===== config.mk =====
export PLATFORM = sky130hd
export DESIGN_NAME = snake_dir_ctrl
export DESIGN_NICKNAME = d
export VERILOG_FILES = /design/src/rtl/snake_dir_ctrl.sv
export SDC_FILE = /design/constraint.sdc
export NUM_CORES = 1
export LEC_CHECK = 0
export CELL_PAD_IN_SITES_DETAIL_PLACEMENT = 1
export CELL_PAD_IN_SITES_GLOBAL_PLACEMENT = 2
export CORE_MARGIN = 1.5
export CORE_UTILIZATION = 24
export DETAILED_ROUTE_END_ITERATION = 16
export GPL_ROUTABILITY_DRIVEN = 0
export PLACE_DENSITY_LB_ADDON = 0.05
export SLEW_MARGIN = 10
export SYNTH_ARGS = -nofsm -noshare
export SYNTH_HDL_FRONTEND = slang
export SYNTH_SLANG_ARGS = --single-unit

===== constraint.sdc =====
create_clock -name sys_clk -period 1.9 [get_ports sys_clk]
set_input_delay 0.57 -clock sys_clk [delete_from_list [all_inputs] [get_ports sys_clk]]
set_output_delay 0.57 -clock sys_clk [all_outputs]
set_load 0.005 [all_outputs]

===== src/rtl/snake_dir_ctrl.sv =====
// Snake heading controller: decodes debounced key presses, rejects reversals and queues turns.
// Build option SNAKE_DIR_QUEUE_EN: 2-entry turn FIFO; otherwise a single "latest wins" pending turn.
module snake_dir_ctrl #(
    parameter logic [1:0] INIT_DIR = 2'd3
) (
    input  logic       sys_clk,
    input  logic       sys_rst_n,
    input  logic       key_flag,
    input  logic [3:0] key_value,
    input  logic       move_tick,
    input  logic       game_restart,
    output logic [1:0] cur_dir,
    output logic       dir_changed,
    output logic [1:0] q_count,
    output logic       key_reject
);

    localparam int unsigned DIR_W = 2;
    localparam int unsigned CNT_W = 2;

    logic [DIR_W-1:0] cur_dir_q, cur_dir_d;
    logic             dir_changed_q, dir_changed_d;
    logic [CNT_W-1:0] q_count_q, q_count_d;
    logic             key_reject_q, key_reject_d;

    logic             key_valid_c;
    logic [DIR_W-1:0] key_dir_c;
    logic [DIR_W-1:0] ref_dir_c;
    logic             pop_c;
    logic             key_ok_c;
    logic             key_rev_c;
    logic [CNT_W-1:0] cnt_c;

`ifdef SNAKE_DIR_QUEUE_EN
    logic [DIR_W-1:0] q0_q, q0_d;
    logic [DIR_W-1:0] q1_q, q1_d;
`else
    logic [DIR_W-1:0] pend_q, pend_d;
`endif

    // Only a single pressed (low) key decodes to a direction.
    always_comb begin
        key_valid_c = 1'b1;
        key_dir_c   = '0;
        case (key_value)
            4'b1110: key_dir_c = DIR_W'(0);
            4'b1101: key_dir_c = DIR_W'(1);
            4'b1011: key_dir_c = DIR_W'(2);
            4'b0111: key_dir_c = DIR_W'(3);
            default: key_valid_c = 1'b0;
        endcase
    end

    // Next-state: restart wins, then pop-on-tick, then push of a legal key.
    always_comb begin
        cur_dir_d     = cur_dir_q;
        dir_changed_d = 1'b0;
        q_count_d     = q_count_q;
        key_reject_d  = 1'b0;
        cnt_c         = q_count_q;
`ifdef SNAKE_DIR_QUEUE_EN
        q0_d      = q0_q;
        q1_d      = q1_q;
        ref_dir_c = (q_count_q == CNT_W'(0)) ? cur_dir_q :
                    (q_count_q == CNT_W'(1)) ? q0_q : q1_q;
`else
        pend_d    = pend_q;
        ref_dir_c = cur_dir_q;
`endif
        pop_c     = move_tick && (q_count_q != CNT_W'(0));
        key_rev_c = key_flag && key_valid_c && ((key_dir_c ^ ref_dir_c) == 2'b01);
        key_ok_c  = key_flag && key_valid_c && (key_dir_c != ref_dir_c) && !key_rev_c;

        if (game_restart) begin
            cur_dir_d = INIT_DIR;
            q_count_d = '0;
`ifdef SNAKE_DIR_QUEUE_EN
            q0_d = '0;
            q1_d = '0;
`else
            pend_d = '0;
`endif
        end else begin
            key_reject_d = key_rev_c;
`ifdef SNAKE_DIR_QUEUE_EN
            if (pop_c) begin
                cur_dir_d     = q0_q;
                dir_changed_d = 1'b1;
                q0_d          = q1_q;
                q1_d          = '0;
                cnt_c         = CNT_W'(q_count_q - CNT_W'(1));
            end
            if (key_ok_c) begin
                if (cnt_c == CNT_W'(2)) begin
                    key_reject_d = 1'b1;
                end else begin
                    if (cnt_c == CNT_W'(0)) q0_d = key_dir_c;
                    else                    q1_d = key_dir_c;
                    cnt_c = CNT_W'(cnt_c + CNT_W'(1));
                end
            end
`else
            if (pop_c) begin
                cur_dir_d     = pend_q;
                dir_changed_d = 1'b1;
                cnt_c         = '0;
            end
            // A newer legal key simply replaces whatever is pending.
            if (key_ok_c) begin
                pend_d = key_dir_c;
                cnt_c  = CNT_W'(1);
            end
`endif
            q_count_d = cnt_c;
        end
    end

    always_ff @(posedge sys_clk or negedge sys_rst_n) begin
        if (!sys_rst_n) begin
            cur_dir_q     <= INIT_DIR;
            dir_changed_q <= 1'b0;
            q_count_q     <= '0;
            key_reject_q  <= 1'b0;
`ifdef SNAKE_DIR_QUEUE_EN
            q0_q <= '0;
            q1_q <= '0;
`else
            pend_q <= '0;
`endif
        end else begin
            cur_dir_q     <= cur_dir_d;
            dir_changed_q <= dir_changed_d;
            q_count_q     <= q_count_d;
            key_reject_q  <= key_reject_d;
`ifdef SNAKE_DIR_QUEUE_EN
            q0_q <= q0_d;
            q1_q <= q1_d;
`else
            pend_q <= pend_d;
`endif
        end
    end

    assign cur_dir     = cur_dir_q;
    assign dir_changed = dir_changed_q;
    assign q_count     = q_count_q;
    assign key_reject  = key_reject_q;

endmodule


==> reports/metrics.cfg, run 1 <==
[sta]
final_max_slew_viol_count = 0
setup_viol = 0
fmax_mhz = 546
fin_crit_ps = 1830
worst_hold_slack_ps = 554
hold_violations = 0
skew_ps = 4.81
final_min_period_over_clock_period = 0.965
rsz0062_at_grt = false

[clock_tree]
ctsHtreeMaxLevel = 1
clock_sinks = 7
root_buffer = clkbuf_4
cts-buffers-inserted = 3
hold_buffers = 0
insertion_delay_ps = 250
cts.reportedPaths.clkPinSlew_ps = 50
clk_path_buf_depth = 2
cts_tree = yes

[setup_path]
path_depth = 1
crit_path_end_kind = primary output
required_ps = 1330
worstSetupStartpoint = cur_dir[0]
path_class = flop to primary output
r2r_end = pend_q[0]
worstPathBufferInverterCount = 1
r2r_setup_slack_ps = 490
crit_path_max_incr_delay_ps = 520
timing.rr.start = cur_dir[1]
arrival_ps = 1260
rr_worst_depth = 4
cp_slowest_cell = dfstp_2
crit_chain = clkdlybuf4s50_1
start_kind = flop
crit_path_end = cur_dir[0]
cp_max_fo = 2
critical-path-top-delay-family = flip-flops

[pwr]
pwr-share-seq = 0.425
clockPowerShare = 0.373
power.leakage_nw = 0.268
switching_share = 0.248
power.switching_w = 0.0000897
internal-power_w = 0.000272
power_density_nw_per_um2 = 545
power_frac_comb = 0.202
ir_drop_mv = 0.194

[job]
max_cap_viol_count = 0

[finish]
layout.area.seq_um2 = 178
multiInputGateArea_um2 = 243
mostFrequentLayoutCell = clkdlybuf4s50_1
postLayoutCellArea_um2 = 664
nNetsFinal = 76
final_cell_mix = clkdlybuf4s50_1, buf_4, nand2_1, dfrtp_1, clkbuf_4
fin_cells = 91
drive_above_1_share = 0.242
fillers = 207
n_antenna_cell = 0
syn_to_final_growth_pct = 50.9

[place]
dp.cells = 85
hpwl_um = 985
post_dp_cell_area_um2 = 623
portBuffers = 13

[yosys]
yosys_warnings = 0
syn_nets = 54
syn_avg_cell_area_um2 = 9.79
synth_top_area_frac = 0.284
netlist_instances = 45
ys_top_cells_by_area = dfrtp_1, dfstp_2, nor4bb_1, o221a_4, nand2_1
synth_cell_types = 29
seq_area_frac_synth = 0.403
yosys.area.top_type = dfrtp_1
synth_area_um2 = 440
synth_seq_cells = 7

[drt]
via_per_inst = 4.88
routed_wl_um = 1240
drc_errors = 0
route.met3.wl_um = 54
vias = 444
firstDrtPassIters = 4
wl_met2_um = 675
highest_layer = met4
wire_per_inst_um = 13.6
wl_met1_um = 480
drt_iter0_markers = 3
drt.antenna.violating_nets = 0

[min_path]
hold_path_class = flop to flop

[floorplan]
core_area_um2 = 1730
dieArea_um2 = 2100
die_h_um = 45.8
ioPinCount = 15
rows = 15
die_w_um = 45.8
initial_core_util = 0.255

[global_route]
antenna_found_initial = 0
grtUsageTotal = 0.137
grt-ovfl-total = 0
grt_pass1_wl_um = 2030
grt_max_degree = 9
grt_pass1_vias = 478

[outcome]
status = completed

## state kept, by name, indices dropped and copies added (netlist names)
name and flops:
q_count 1, cur_dir 2, key_reject 1, pend_q 2, dir_changed 1
## Yosys cell counts
cell / instances
inv_1: 1
dfrtp_1: 5
nand2b_1: 1
and3_1: 2
nor2_1: 2
nor3b_1: 1
o211ai_1: 1
and3b_2: 1
xnor2_1: 2
o22ai_1: 1
o2111ai_1: 1
nand4b_1: 1
a31oi_1: 2
a21oi_1: 2
o32ai_1: 1
or4b_4: 1
clkbuf_1: 1
o21ai_0: 1
dfstp_2: 2
buf_4: 1
buf_2: 1
nand2_1: 5
nand3_1: 1
nor4bb_1: 2
conb_1: 1
xor2_1: 1
o221a_4: 1
a211o_1: 2
nor2_2: 1
## worst min-delay path by stage
stage	startpoint	to	slack (ps)	cells after the start
final	pend_q[1]	pend_q[1]	550	2
after global placement	pend_q[1]	pend_q[1]	540	2
after floorplan	sys_rst_n	dir_changed	270	0
after global routing	pend_q[1]	pend_q[1]	580	2
after detailed placement	pend_q[1]	pend_q[1]	550	2
after CTS	pend_q[1]	pend_q[1]	560	2
## final cells by class
class / instances / area share
multi-input cells: 34 / 0.365
repair buffers: 20 / 0.275
flip-flops and latches: 7 / 0.267
clock buffers: 4 / 0.0395
well taps: 25 / 0.0471
inverters: 1 / 0.00565
## power groups by stage
stage	sequential [W]	clock [W]	combinational, W
after floorplan	0.000157	0	0.0000284
after global placement	0.000158	0	0.0000666
after detailed placement	0.000158	0	0.0000701
after CTS	0.000154	0.000142	0.0000731
after global routing	0.000154	0.000151	0.0000796
final	0.000154	0.000135	0.0000731
## per-layer routing
layer  vias to the layer above  track usage
met5                         -            0
met4                         0       0.0857
met3                         3       0.0159
met2                        16        0.251
met1                       216        0.148
li1                        209            -
## metrics by stage
step	utilization	power [W]	setup TNS, ps	setup WS, ps
2_1_floorplan	-	0.000185	0	255
3_3_place_gp	0.361	0.000224	-172	-92.7
3_5_place_dp	0.361	0.000228	-367	-147
4_1_cts	0.385	0.000369	0	48.0
5_1_grt	0.385	0.000385	0	30.9
6_report	0.385	0.000362	0	67.4
## repair_timing
item | in CTS | in global routing
endpoints found under the setup margin | 2 | 0
setup buffers | 2 | 0
gates resized for setup | 0 | 0
## cells by family after synthesis
group           after synthesis  share of synthesized area
other cells                   1                    0.00851
simple gates                 18                      0.264
compound gates               12                      0.219
flops                         7                      0.403
xor+xnor                      3                     0.0597
buf+inv                       4                     0.0454
Power figures use the tool's default switching activity.
==> inputs of run 2 (changes only) <==
==> constraint.sdc (replaced) <==
create_clock -name sys_clk -period 1.9 [get_ports sys_clk]
set_input_delay 0.19 -clock sys_clk [delete_from_list [all_inputs] [get_ports sys_clk]]
set_output_delay 0.19 -clock sys_clk [all_outputs]
set_load 0.005 [all_outputs]
==> run 2 against run 1 <==
  * Die area did not move
  * Via count fell by 6.1%
  * Critical path depth did not move
  * Clock-buffer cell count did not move
  * Largest cell class unchanged
  * Maximum frequency up 16%
  * Total power decreased by 2.9%
  * Global-route usage shrank 1.8 points
  * Final cell count is 4.4% lower
  * Hold slack got worse by 360 ps
  * Clock skew is 3.9 ps lower
  * Core utilization fell by 1.7 points
  * Design area fell by 4.5%
==> reports/metrics.cfg, run 2 (synthesized netlist as in run 1, its figures left out) <==
[outcome]
status = completed  ; unchanged

[setup_path]
crit_path_end_kind = primary output  ; unchanged
crit_path_max_incr_delay_ps = 620  ; was 520 ps
path_class = flop to primary output  ; unchanged
cp_slowest_cell = dfstp_2  ; unchanged
cp_max_fo = 9  ; was 2
arrival_ps = 1390  ; was 1260 ps
crit_chain = clkdlybuf4s50_1  ; unchanged
worstPathBufferInverterCount = 1  ; unchanged
critical-path-top-delay-family = flip-flops  ; unchanged
start_kind = flop  ; unchanged
required_ps = 1710  ; was 1330 ps

[drt]
vias = 417  ; was 444
drt_iter0_markers = 3  ; unchanged
wire_per_inst_um = 12.5  ; was 13.6 µm
routed_wl_um = 1090  ; was 1240 µm
drc_errors = 0  ; unchanged
drt.antenna.violating_nets = 0  ; unchanged
firstDrtPassIters = 4  ; unchanged
via_per_inst = 4.79  ; was 4.88

[finish]
mostFrequentLayoutCell = clkdlybuf4s50_1  ; unchanged
n_antenna_cell = 0  ; unchanged
drive_above_1_share = 0.194  ; was 0.242
fillers = 210  ; was 207
final_cell_mix = clkdlybuf4s50_1, nand2_1, dfrtp_1  ; was clkdlybuf4s50_1, buf_4, nand2_1, dfrtp_1, clkbuf_4
nNetsFinal = 72  ; was 76
syn_to_final_growth_pct = 44.0  ; was 50.9%

[global_route]
grt_max_degree = 10  ; was 9
grtUsageTotal = 0.120  ; was 0.137
grt_pass1_wl_um = 1700  ; was 2030 µm
antenna_found_initial = 0  ; unchanged
use_met2 = 0.203  ; was 0.251
busiest_layer = met2  ; unchanged
grt_pass1_vias = 410  ; was 478
grt_use_met3 = 0.0238  ; was 0.0159
grt_use_met1 = 0.132  ; was 0.148
grt-ovfl-total = 0  ; unchanged

[clock_tree]
root_buffer = clkbuf_4  ; unchanged
clock_sinks = 7  ; unchanged
post-cts-setup-buffer-count = 0  ; was 2
cts_tree = yes  ; unchanged
cts.reportedPaths.clkPinSlew_ps = 50  ; about the same
hold_buffers = 0  ; unchanged
clk_path_buf_depth = 2  ; unchanged
ctsHtreeMaxLevel = 1  ; unchanged
insertion_delay_ps = 240  ; was 250 ps
cts_resized = 0  ; unchanged
cts-buffers-inserted = 3  ; unchanged

[sta]
hold_violations = 0  ; unchanged
fin_crit_ps = 1580  ; was 1830 ps
final_max_slew_viol_count = 0  ; unchanged
setup_viol = 0  ; unchanged
fmax_mhz = 633  ; was 546 MHz
final_min_period_over_clock_period = 0.831  ; was 0.965
tns_ps = 0  ; unchanged
skew_ps = 0.898  ; was 4.81 ps
rsz0062_at_grt = false  ; unchanged

[floorplan]
initial_core_util = 0.255  ; unchanged
die_w_um = 45.8  ; unchanged
ioPinCount = 15  ; unchanged
core_area_um2 = 1730  ; unchanged
rows = 15  ; unchanged
die_h_um = 45.8  ; unchanged
dieArea_um2 = 2100  ; unchanged

[pwr]
power.leakage_nw = 0.250  ; was 0.268 nW
ir_drop_mv = 0.137  ; was 0.194 mV
p_total_w = 0.000352  ; was 0.000362 W
power_density_nw_per_um2 = 554  ; was 545 nW/µm²

[place]
hpwl_um = 886  ; was 985 µm
portBuffers = 13  ; unchanged

[job]
max_cap_viol_count = 0  ; unchanged

[min_path]
hold_path_class = input pin to async pin  ; was flop to flop

run 2: cell types whose count changed in the layout (fill, tap and decap cells not counted):
cell	before	now
buf_4	7	3
run 2: worst paths after layout:
kind	end	depth (start not counted)	from	slack [ps]
max	cur_dir[1]	1	cur_dir[1]	320
min	pend_q[0]	1	sys_rst_n	200
max in group asynchronous	cur_dir[0]	1	sys_rst_n	1420
min in group sys_clk	pend_q[1]	2	pend_q[1]	550
max reg2reg	key_reject	4	cur_dir[0]	570
min reg2reg	pend_q[1]	2	pend_q[1]	550
run 2: where the power goes:
| group | internal (W) | switching, W |
|---|---|---|
| sequential | 0.000153 | 0.00000295 |
| combinational | 0.0000360 | 0.0000295 |
| clock | 0.0000799 | 0.0000507 |
| total | 0.000268 | 0.0000831 |
run 2: metal layers:
metal / part of all wire / vias up
li1: - / 199
met1: 0.44 / 201
met2: 0.50 / 15
met3: 0.041 / 2
met4: 0.016 / 0
met5: 0 / -
run 2: final cells by class:
cell class                      count  area, µm²  area share
Inverter                            1       3.75     0.00592
Multi-Input combinational cell     34        243       0.383
Timing Repair Buffer               16        153       0.241
Clock buffer                        4       26.3      0.0414
Tap cell                           25       31.3      0.0493
Sequential cell                     7        178       0.280
run 2: through the flow:
stage / cells / util / hold slack, ps / worst slack, ps / cell area (µm²)
final: 87 / 0.367 / 196 / 321 / 634
after global routing: 87 / 0.367 / 216 / 263 / 634
after CTS: 87 / 0.367 / 196 / 299 / 634
after detailed placement: 83 / 0.352 / 466 / 112 / 608
after global placement: 83 / 0.352 / 459 / 197 / 608
after floorplan: 45 / - / -106 / 519 / 440
